===== src/rtl/muldiv_unit.sv =====
// Iterative HI/LO multiply/divide unit: radix-2 shift-add multiply and restoring divide, 32 iterations.
// Latency: accept at E0, HI/LO written and done pulsed after E33; busy stalls decode in between.
module muldiv_unit (
    input  logic        clk,
    input  logic        rst,
    input  logic        start,
    input  logic [1:0]  op,
    input  logic [31:0] src_a,
    input  logic [31:0] src_b,
    input  logic        hi_we,
    input  logic        lo_we,
    input  logic [31:0] wdata,
    input  logic        flush,
    output logic        busy,
    output logic        done,
    output logic        div_zero,
    output logic [31:0] hi,
    output logic [31:0] lo
);
    typedef enum logic [1:0] {IDLE, CALC, FIN} state_t;

    state_t      r_state, w_next;
    logic [5:0]  r_cnt;
    logic        r_is_div, r_neg_q, r_neg_r, r_dz;
    logic [31:0] r_acc, r_q, r_b;
    logic        r_done, r_div_zero;
    logic [31:0] r_hi, r_lo;

    logic        w_a_neg, w_b_neg;
    logic [31:0] w_a_mag, w_b_mag;
    logic [32:0] w_sum, w_rem_sh, w_diff;
    logic [31:0] w_acc_n, w_q_n;
    logic [63:0] w_prod, w_prod_fix;
    logic [31:0] w_quo_fix, w_rem_fix;

    // op[0] set means unsigned: operands are taken raw.
    assign w_a_neg = ~op[0] & src_a[31];
    assign w_b_neg = ~op[0] & src_b[31];
    assign w_a_mag = w_a_neg ? (~src_a + 32'd1) : src_a;
    assign w_b_mag = w_b_neg ? (~src_b + 32'd1) : src_b;

    assign w_sum    = {1'b0, r_acc} + {1'b0, r_b};
    assign w_rem_sh = {r_acc, r_q[31]};
    assign w_diff   = w_rem_sh - {1'b0, r_b};

    always_comb begin
        w_acc_n = r_acc;
        w_q_n   = r_q;
        if (r_is_div) begin
            // A zero divisor never borrows, giving an all-ones quotient and remainder = dividend.
            w_acc_n = w_diff[32] ? w_rem_sh[31:0] : w_diff[31:0];
            w_q_n   = {r_q[30:0], ~w_diff[32]};
        end else if (r_q[0]) begin
            w_acc_n = w_sum[32:1];
            w_q_n   = {w_sum[0], r_q[31:1]};
        end else begin
            w_acc_n = {1'b0, r_acc[31:1]};
            w_q_n   = {r_acc[0], r_q[31:1]};
        end
    end

    assign w_prod     = {r_acc, r_q};
    assign w_prod_fix = r_neg_q ? (~w_prod + 64'd1) : w_prod;
    assign w_quo_fix  = r_dz ? 32'hFFFF_FFFF : (r_neg_q ? (~r_q + 32'd1) : r_q);
    assign w_rem_fix  = r_neg_r ? (~r_acc + 32'd1) : r_acc;

    always_comb begin
        w_next = r_state;
        case (r_state)
            IDLE:    if (start) w_next = CALC;
            CALC:    if (r_cnt == 6'd31) w_next = FIN;
            FIN:     w_next = IDLE;
            default: w_next = IDLE;
        endcase
        if (flush) w_next = IDLE;
    end

    always_ff @(posedge clk or posedge rst) begin
        if (rst) r_state <= IDLE;
        else     r_state <= w_next;
    end

    always_ff @(posedge clk or posedge rst) begin
        if (rst) begin
            r_cnt      <= 6'd0;
            r_is_div   <= 1'b0;
            r_neg_q    <= 1'b0;
            r_neg_r    <= 1'b0;
            r_dz       <= 1'b0;
            r_acc      <= 32'd0;
            r_q        <= 32'd0;
            r_b        <= 32'd0;
            r_done     <= 1'b0;
            r_div_zero <= 1'b0;
            r_hi       <= 32'd0;
            r_lo       <= 32'd0;
        end else begin
            r_done     <= (r_state == FIN) && !flush;
            r_div_zero <= (r_state == FIN) && !flush && r_dz;
            if (r_state == IDLE && !flush) begin
                if (hi_we) r_hi <= wdata;
                if (lo_we) r_lo <= wdata;
                if (start) begin
                    r_cnt    <= 6'd0;
                    r_is_div <= op[1];
                    r_neg_q  <= w_a_neg ^ w_b_neg;
                    r_neg_r  <= w_a_neg;
                    r_dz     <= op[1] && (src_b == 32'd0);
                    r_acc    <= 32'd0;
                    r_q      <= op[1] ? w_a_mag : w_b_mag;
                    r_b      <= op[1] ? w_b_mag : w_a_mag;
                end
            end else if (r_state == CALC) begin
                r_cnt <= r_cnt + 6'd1;
                r_acc <= w_acc_n;
                r_q   <= w_q_n;
            end else if (r_state == FIN && !flush) begin
                if (r_is_div) begin
                    r_hi <= w_rem_fix;
                    r_lo <= w_quo_fix;
                end else begin
                    r_hi <= w_prod_fix[63:32];
                    r_lo <= w_prod_fix[31:0];
                end
            end
        end
    end

    assign busy     = (r_state != IDLE);
    assign done     = r_done;
    assign div_zero = r_div_zero;
    assign hi       = r_hi;
    assign lo       = r_lo;
endmodule


===== config.mk =====
export PLATFORM = sky130hd
export DESIGN_NAME = muldiv_unit
export DESIGN_NICKNAME = d
export VERILOG_FILES = /design/src/rtl/muldiv_unit.sv
export SDC_FILE = /design/constraint.sdc
export NUM_CORES = 1
export LEC_CHECK = 0
export CORE_ASPECT_RATIO = 1.4
export CORE_MARGIN = 5
export CORE_UTILIZATION = 63
export CTS_BUF_LIST = sky130_fd_sc_hd__clkbuf_4 sky130_fd_sc_hd__clkbuf_8
export CTS_CLUSTER_DIAMETER = 50
export DETAILED_ROUTE_END_ITERATION = 8
export PLACE_DENSITY = 0.9
export SKIP_LAST_GASP = 1
export SLEW_MARGIN = 30
export SYNTH_ARGS = -nofsm -noshare
export SYNTH_HDL_FRONTEND = slang
export SYNTH_SLANG_ARGS = --single-unit

===== constraint.sdc =====
create_clock -name clk -period 14.3 [get_ports clk]
set_input_delay 2.86 -clock clk [delete_from_list [all_inputs] [get_ports clk]]
set_output_delay 2.86 -clock clk [all_outputs]
set_load 0.02 [all_outputs]

==> impl_metrics.json, run 1 <==
{
  "outcome": "finished clean",
  "design_area_mm2": 0.0175,
  "post_cts_resized": 0,
  "finalHoldViolations": 0,
  "tightest_slew_ns": 0.972,
  "vias_per_cell": 6.84,
  "crit_end": "r_q[20]",
  "grt_pass1_wl_mm": 86.5,
  "io_pins": 171,
  "rrSetupSlack_ns": 9.89,
  "netlist_area_mm2": 0.0154,
  "layout.nets": 2206,
  "synth_seq_area_share": 0.283,
  "r2r_end": "r_acc[18]",
  "layout_common_cells": "nand2_1 (225), dfrtp_1 (172), clkdlybuf4s50_1 (169), o21ai_0 (168), a21oi_1 (161)",
  "fin_crit_sh": 0.369,
  "period_needed_ns": 5.28,
  "hp-class": "reg2reg",
  "postRouteWirelength_mm": 56.1,
  "ys_ff_latch": 174,
  "dr.pass1.iters": 8,
  "grt_max_degree": 106,
  "max_clock_freq_mhz": 190,
  "fin_skew_ns": 0.0152,
  "grt_setup_unrepaired": "false",
  "r2r_start": "r_q[31]",
  "path_class": "in2reg",
  "drt-initial-drc-count": 1633,
  "p_leak_nw": 7.39,
  "core_area_mm2": 0.0240,
  "cts.sinks": 174,
  "cts_buffer_depth": 2,
  "ys_types": 80,
  "grt_antenna_before_repair": 0,
  "critPathMaxFanout": 4,
  "clock_latency_ns": 0.49,
  "hold_path_depth": 1,
  "hpwl_mm": 42.8,
  "antenna_cells": 0,
  "avgSynthCellArea_um2": 7.87,
  "pwr_density_cell_mw_per_mm2": 203,
  "tns_ns": 0,
  "cts_buffers": 17,
  "htree_levels": 4,
  "worstSetupStartpointType": "primary input",
  "place_area_mm2": 0.0171,
  "path_clk_slew_ns": 0.10,
  "required_ns": 14.68,
  "syn_to_final_growth_pct": 14.2,
  "rows": 67,
  "postRouteAntennaNets": 0,
  "ys_async_sr_fraction": 1.00,
  "synthCells": 1951,
  "startpoint": "src_a[10]",
  "synth_flop_cell": "dfrtp_1",
  "port_buffers": 170,
  "end_kind": "flip-flop",
  "post_route_cells_drive_above_1_share": 0.0465,
  "track_usage": 0.401,
  "initial_core_util": 0.641,
  "ys_warn_count": 0,
  "root_buffer": "clkbuf_8",
  "slew_headroom": 0.336,
  "r2r_cells": 12,
  "final_common_cell": "nand2_1",
  "wl_per_cell_um": 23.8,
  "irDropWorstVdd_v": 0.000363,
  "setup_viol": 0,
  "cts_setup_buffers": 0,
  "cap_violations": 0,
  "arrival_ns": 5.65,
  "syn_nets": 2126,
  "dieWidth_um": 142,
  "grt_pass1_vias": 15700,
  "drc_errors": 0,
  "grt-ovfl-total": 0,
  "slew_violations": 0,
  "synth-edff-count": 0,
  "hold_buffers": 0,
  "die_h_um": 195,
  "globalplace.congestion": 1.02,
  "via_count": 16100,
  "fp.dieArea_mm2": 0.0276,
  "cts_tree": "done"
}
[final cells by class]
cell class | count | area [um2]
multi-input combinational | 1586 | 10300
fill | 1932 | 6430
sequential | 174 | 4360
timing repair buffer | 188 | 1840
tap | 310 | 388
inverter | 64 | 245
clock buffer | 18 | 241
clock inverter | 14 | 171
[registers in the layout, summed over array words and instances, names as in the netlist]
name      cells
done          1
r_q          32
div_zero      1
r_b          32
r_neg_q       1
hi           32
lo           32
r_state       2
r_acc        32
r_dz          1
r_neg_r       1
r_is_div      1
r_cnt         6
[synthesized netlist by cell type (all sizes together) (12+ instances only)]
master	n	area share
a211oi	24	0.012
a21o	26	0.013
a21oi	164	0.054
a22oi	16	0.0078
a31oi	32	0.013
and3	12	0.0049
buf	20	0.0069
clkbuf	107	0.026
dfrtp	174	0.28
ha	69	0.056
inv	63	0.015
mux2i	75	0.049
nand2	226	0.055
nand2b	26	0.011
nand3	37	0.012
nand4	19	0.0081
nor2	152	0.037
nor2b	21	0.0086
nor3	52	0.019
nor4	17	0.0069
o211ai	18	0.0088
o21a	18	0.0093
o21ai	179	0.058
o221ai	45	0.026
o22ai	26	0.011
o31ai	28	0.014
or3	18	0.0073
xnor2	97	0.055
xor2	65	0.037
[worst min-delay path by stage]
stage,start,end,slack [ns]
finish,lo[9],lo[9],0.48
global route,lo[17],lo[17],0.51
CTS,lo[9],lo[9],0.49
detailed placement,lo[9],lo[9],0.47
global placement,lo[9],lo[9],0.46
floorplan,r_cnt[5],r_state[1],0.44
[per-stage QoR]
step	power [mW]	cells	hold WS, ns	worst slack (ns)	utilization
2_1_floorplan	2.44	1951	0.441	6.72	-
3_5_place_dp	3.12	2322	0.466	8.52	0.714
6_report	3.56	2354	0.483	9.02	0.732
4_1_cts	3.50	2354	0.488	9.06	0.731
3_3_place_gp	3.07	2322	0.460	8.59	0.714
5_1_grt	3.79	2354	0.512	8.77	0.732
[kinds of logic after synthesis]
family / Yosys count / synth area share
compound gates: 643 / 0.267
simple gates: 624 / 0.193
buf+inv: 191 / 0.0487
flops: 174 / 0.283
xor+xnor: 162 / 0.0924
mux: 86 / 0.0569
fa+ha+maj: 71 / 0.0588
[layer usage]
metal / global-route usage / vias to the layer above / part of all wire / wire, um
li1: - / 7299 / - / -
met1: 0.460 / 7581 / 0.35 / 19600
met2: 0.666 / 928 / 0.48 / 26900
met3: 0.0541 / 293 / 0.075 / 4180
met4: 0.315 / 0 / 0.097 / 5420
met5: 0 / - / 0 / 0
[critical path, stage by stage]
cell	delay (ns)
clkdlybuf4s50_1	0.48
or4_1	0.56
or3_1	0.38
or2_1	0.30
nor3_2	0.25
nor2_1	0.09
xnor2_1	0.25
a21oi_1	0.10
a221o_1	0.38
[where the power goes]
group / internal, mW / leakage (nW) / switching, mW / total [mW]
Clock: 0.164 / 0.205 / 0.211 / 0.375
Sequential: 0.649 / 2.17 / 0.328 / 0.977
Combinational: 0.923 / 5.01 / 1.28 / 2.20
Total: 1.74 / 7.39 / 1.82 / 3.56
No activity file was read; power rests on OpenSTA's default activity.
==> run 2: changes to the inputs <==
--- a/config.mk
+++ b/config.mk
@@ -7,11 +7,11 @@
 export LEC_CHECK = 0
 export CORE_ASPECT_RATIO = 1.4
 export CORE_MARGIN = 5
-export CORE_UTILIZATION = 63
+export CORE_UTILIZATION = 54
 export CTS_BUF_LIST = sky130_fd_sc_hd__clkbuf_4 sky130_fd_sc_hd__clkbuf_8
 export CTS_CLUSTER_DIAMETER = 50
 export DETAILED_ROUTE_END_ITERATION = 8
-export PLACE_DENSITY = 0.9
+export PLACE_DENSITY = 0.82
 export SKIP_LAST_GASP = 1
 export SLEW_MARGIN = 30
 export SYNTH_ARGS = -nofsm -noshare
==> constraint.sdc (replaced) <==
create_clock -name clk -period 4.6 [get_ports clk]
set_input_delay 0.92 -clock clk [delete_from_list [all_inputs] [get_ports clk]]
set_output_delay 0.92 -clock clk [all_outputs]
set_load 0.02 [all_outputs]
==> run 2 against run 1 <==
Register-to-register slack lost 9.0 ns. First-iteration DRC count fell by 7.0%. Power increased to 3.1 times the previous value. Critical path type is now reg2reg. Non-clock buffer count grew 20. Die area increased by 16%. Sequential share of layout area decreased by 0.35 points. Sequential power grew to 2.9 times the previous value. Count of clock-buffer cells in the layout rose by 1. Setup slack got worse by 8.2 ns. Routed wire length increased by 0.74%. Critical path depth rose by 3.
==> impl_metrics.json, run 2 (synthesis gave the netlist of run 1 again) <==
{
  "cap_violations": 0,
  "p_switching_mw": 5.65,
  "worstSetupStartpointType": "flip-flop",
  "slowest_stage": "a21oi_4",
  "internal_power_mw": 5.51,
  "track_usage": 0.340,
  "period_needed_ns": 3.74,
  "hp-class": "reg2reg",
  "rows": 73,
  "required_ns": 4.99,
  "final_common_cell": "nand2_1",
  "holdCritStartpoint": "lo[17]",
  "cts_tree": "done",
  "critPathMaxFanout": 22,
  "htree_levels": 4,
  "grt-ovfl-total": 0,
  "grt_setup_unrepaired": "false",
  "cts.sinks": 174,
  "root_buffer": "clkbuf_8",
  "cts_setup_buffers": 0,
  "critPathBufInv": 2,
  "startpoint": "r_q[31]",
  "globalplace.congestion": 0.998,
  "layout_common_cells": "nand2_1 (225), dfrtp_1 (173), clkdlybuf4s50_1 (169), o21ai_0 (168), a21oi_1 (161)",
  "r2r_cells": 12,
  "grt_antenna_before_repair": 0,
  "die_h_um": 210,
  "hpwl_mm": 43.6,
  "port_buffers": 170,
  "arrival_ns": 4.13,
  "hold_path_depth": 1,
  "cts_buffers": 17,
  "vias_per_cell": 6.59,
  "hold_buffers": 0,
  "clkPwrFrac": 0.103,
  "io_pins": 171,
  "initial_core_util": 0.544,
  "layout.nets": 2226,
  "grt_max_degree": 80,
  "path_clk_slew_ns": 0.10,
  "r2r_start": "r_q[31]",
  "sw_frac_of_total": 0.506,
  "core_area_mm2": 0.0282,
  "total_power_mw": 11.2,
  "drt-initial-drc-count": 1519,
  "drc_errors": 0,
  "syn_to_final_growth_pct": 15.8,
  "postRouteWirelength_mm": 56.5,
  "path_class": "reg2reg",
  "fin_crit_sh": 0.812,
  "slowest_delay_ns": 0.48,
  "p_leak_nw": 7.50,
  "antenna_cells": 0,
  "pwr_density_cell_mw_per_mm2": 627,
  "post_cts_resized": 0,
  "crit_cells": 12,
  "tns_ns": 0,
  "dieWidth_um": 153,
  "post_route_cells_drive_above_1_share": 0.0552,
  "end_kind": "flip-flop",
  "via_count": 16100,
  "setup_viol": 0,
  "fp.dieArea_mm2": 0.0320,
  "clock_latency_ns": 0.49,
  "postRouteAntennaNets": 0,
  "grt_pass1_vias": 15500,
  "seqPwrFrac": 0.255,
  "outcome": "finished clean",
  "slew_headroom": 0.373,
  "grt_pass1_wl_mm": 85.7,
  "irDropWorstVdd_v": 0.000449,
  "dr.pass1.iters": 5,
  "path_cells": "inv_1, ha_1, fa_1, nand2b_1, a21oi_1, o21ai_1, a21oi_2, o31ai_1, a21oi_4, buf_12, mux2_2, o221ai_1",
  "finalHoldViolations": 0,
  "wl_per_cell_um": 23.2,
  "max_clock_freq_mhz": 268,
  "fin_skew_ns": 0.0134,
  "pwr-share-comb": 0.642,
  "cts_buffer_depth": 2,
  "slew_violations": 0,
  "tightest_slew_ns": 0.934,
  "crit_family": "compound AO/OA/AOI/OAI gates"
}
-- run 2: final timing paths --
path	endpoint	slack, ns
worst max-delay path	r_acc[0]	0.86
worst min-delay path	lo[17]	0.48
worst max register to register	r_acc[0]	0.86
worst min register to register	lo[17]	0.48
max in group asynchronous	r_is_div	2.76
min in group asynchronous	hi[15]	0.92
-- run 2: routing by layer --
metal,vias up,GRT usage,wire length [um]
met5,-,0,0
met1,7665,0.381,20200
met3,254,0.0493,3900
met2,841,0.580,27200
met4,0,0.267,5210
li1,7322,-,-
-- run 2: layout make-up --
cell class	instances	area, um2
Timing Repair Buffer	208	2020
Multi-Input combinational cell	1586	10300
Clock inverter	13	156
Clock buffer	19	249
Tap cell	375	469
Inverter	64	244
Sequential cell	174	4360
Fill cell	2472	10400
-- run 2: power by group through the flow --
stage          Sequential [mW]  Combinational [mW]  Clock (mW)
4_1_cts                   2.79                7.03        1.15
3_5_place_dp              2.82                7.01           0
5_1_grt                   2.87                7.74        1.22
3_3_place_gp              2.79                6.86           0
6_report                  2.84                7.16        1.15
2_1_floorplan             2.70                4.88           0
-- run 2: metrics by stage --
stage | hold WS [ns] | std cells | cell area, um2 | setup WS, ns | utilization
2_1_floorplan | 0.441 | 1951 | 15400 | 1.46 | -
3_3_place_gp | 0.461 | 2407 | 17400 | 0.821 | 0.616
3_5_place_dp | 0.465 | 2407 | 17400 | 0.756 | 0.616
4_1_cts | 0.485 | 2439 | 17800 | 0.910 | 0.630
5_1_grt | 0.499 | 2439 | 17800 | 0.633 | 0.630
6_report | 0.484 | 2439 | 17800 | 0.864 | 0.630
==> run 3: changes to the inputs <==
--- a/config.mk
+++ b/config.mk
@@ -7,11 +7,11 @@
 export LEC_CHECK = 0
 export CORE_ASPECT_RATIO = 1.4
 export CORE_MARGIN = 5
-export CORE_UTILIZATION = 54
+export CORE_UTILIZATION = 60
 export CTS_BUF_LIST = sky130_fd_sc_hd__clkbuf_4 sky130_fd_sc_hd__clkbuf_8
 export CTS_CLUSTER_DIAMETER = 50
 export DETAILED_ROUTE_END_ITERATION = 8
-export PLACE_DENSITY = 0.82
+export PLACE_DENSITY = 0.86
 export SKIP_LAST_GASP = 1
 export SLEW_MARGIN = 30
 export SYNTH_ARGS = -nofsm -noshare
==> constraint.sdc (replaced) <==
create_clock -name clk -period 3.9 [get_ports clk]
set_input_delay 0.78 -clock clk [delete_from_list [all_inputs] [get_ports clk]]
set_output_delay 0.78 -clock clk [all_outputs]
set_load 0.02 [all_outputs]
==> run 3 against run 2 <==
Routed wire length increased by 0.44%. Largest cell class unchanged. Sequential share of layout area decreased by 0.17 points. Final cell count decreased by 1.2%. Critical path type unchanged. Clock skew about the same. Sequential power increased by 16%.
==> impl_metrics.json, run 3 (synthesis gave the netlist of run 1 again) <==
{
  "clock_latency_ns": 0.50,
  "setup_viol": 0,
  "vias_per_cell": 6.75,
  "multi_input_area_mm2": 0.0103,
  "track_usage": 0.384,
  "path_class": "reg2reg",
  "postRouteWirelength_mm": 56.8,
  "via_count": 16300,
  "tightest_slew_ns": 0.938,
  "p_leak_nw": 7.62,
  "clkPwrFrac": 0.102,
  "seqPwrFrac": 0.248,
  "grt_pass1_vias": 16000,
  "post_route_cells_drive_above_1_share": 0.0670,
  "cts.sinks": 174,
  "path_clk_slew_ns": 0.11,
  "outcome": "finished clean",
  "grt_antenna_before_repair": 0,
  "internal_power_mw": 6.53,
  "globalplace.congestion": 1.04,
  "layout_common_cells": "nand2_1 (225), dfrtp_1 (173), clkdlybuf4s50_1 (169), o21ai_0 (168), a21oi_1 (161)",
  "seq_area_mm2": 0.00436,
  "slew_violations": 0,
  "port_buffers": 170,
  "final_common_cell": "nand2_1",
  "cts_buffer_depth": 2,
  "cts_buffers": 17,
  "cts_setup_buffers": 0,
  "cap_violations": 0,
  "grt_setup_unrepaired": "false",
  "tns_ns": 0,
  "place_inst": 2377,
  "drt-initial-drc-count": 1540,
  "root_buffer": "clkbuf_8",
  "htree_levels": 4,
  "drc_errors": 0,
  "arrival_ns": 3.88,
  "end_kind": "flip-flop",
  "cts_tree": "done",
  "required_ns": 4.32,
  "irDropWorstVdd_v": 0.000564,
  "initial_core_util": 0.607,
  "period_needed_ns": 3.46,
  "fin_crit_sh": 0.887,
  "slew_headroom": 0.372,
  "hold_buffers": 0,
  "critPathMaxFanout": 24,
  "rows": 69,
  "p_switching_mw": 6.79,
  "io_pins": 171,
  "dieWidth_um": 145,
  "postRouteAntennaNets": 0,
  "pwr_density_cell_mw_per_mm2": 744,
  "fin_cells": 2409,
  "dr.pass1.iters": 6,
  "finalHoldViolations": 0,
  "grt_pass1_wl_mm": 87.7,
  "wl_per_cell_um": 23.6,
  "grt-ovfl-total": 0,
  "pwr-share-comb": 0.650,
  "core_area_mm2": 0.0253,
  "hp-class": "reg2reg",
  "fin_skew_ns": 0.0139,
  "worstSetupStartpointType": "flip-flop",
  "max_clock_freq_mhz": 289,
  "fillers": 2126,
  "antenna_cells": 0,
  "post_cts_resized": 0,
  "sw_frac_of_total": 0.509,
  "fp.dieArea_mm2": 0.0289,
  "hpwl_mm": 43.7,
  "die_h_um": 199,
  "syn_to_final_growth_pct": 16.6,
  "layout.nets": 2252,
  "grt_max_degree": 70
}
==> run 3: cell types whose count changed in the layout (fill, tap and decap cells not counted), sizes merged <==
| cell | delta |
|---|---|
| buf | +26 |
| bufinv | -1 |
| clkbuf | -2 |
| clkinv | +1 |
| inv | +2 |
==> run 3: worst max-delay path: stages, from the launching register on <==
cell and delay (ns):
dfrtp_1 0.74, ha_1 0.39, a21oi_1 0.27, o21ai_0 0.14
nor2b_1 0.26, a211oi_2 0.16, o31a_1 0.36, a21oi_4 0.28
buf_12 0.26, mux2_2 0.35, o221ai_1 0.14
==> run 3: power by group through the flow <==
stage	registers [mW]	clock network [mW]	logic [mW]
after global routing	3.33	1.43	9.40
after global placement	3.25	0	8.29
final	3.30	1.35	8.66
after detailed placement	3.28	0	8.46
after floorplan	3.18	0	5.76
after CTS	3.24	1.35	8.50
==> run 3: through the flow <==
stage	power, mW	worst slack [ns]	hold slack (ns)	utilization	area, um2
floorplan	8.94	0.895	0.441	-	15400
global placement	11.5	0.287	0.459	0.692	17500
detailed placement	11.7	0.245	0.464	0.692	17500
CTS	13.1	0.522	0.484	0.708	17900
global route	14.2	0.252	0.508	0.708	17900
finish	13.3	0.442	0.478	0.708	17900
==> run 3: routing by layer <==
| layer | track usage | wire length, um | up-vias |
|---|---|---|---|
| met4 | 0.312 | 5510 | 0 |
| li1 | - | - | 7382 |
| met1 | 0.430 | 20100 | 7681 |
| met5 | 0 | 0 | - |
| met2 | 0.644 | 26600 | 898 |
| met3 | 0.0674 | 4510 | 296 |
==> run 3: path summary, 6_finish.rpt <==
kind,startpoint,endpoint,slack [ns],cells after the start
min reg2reg,r_cnt[5],r_state[1],0.48,1
max,r_acc[12],r_acc[0],0.44,10
min,r_cnt[5],r_state[1],0.48,1
max reg2reg,r_acc[12],r_acc[0],0.44,10
min in group asynchronous,rst,hi[8],0.78,2
max in group asynchronous,rst,r_acc[23],2.19,3
==> run 3: area by class of cell <==
cell class                 count  share of cell area
tap                          319              0.0223
inverter                      64              0.0136
clock buffer                  17              0.0131
multi-input combinational   1586               0.575
timing repair buffer         234               0.124
clock inverter                15             0.00936
sequential                   174               0.243
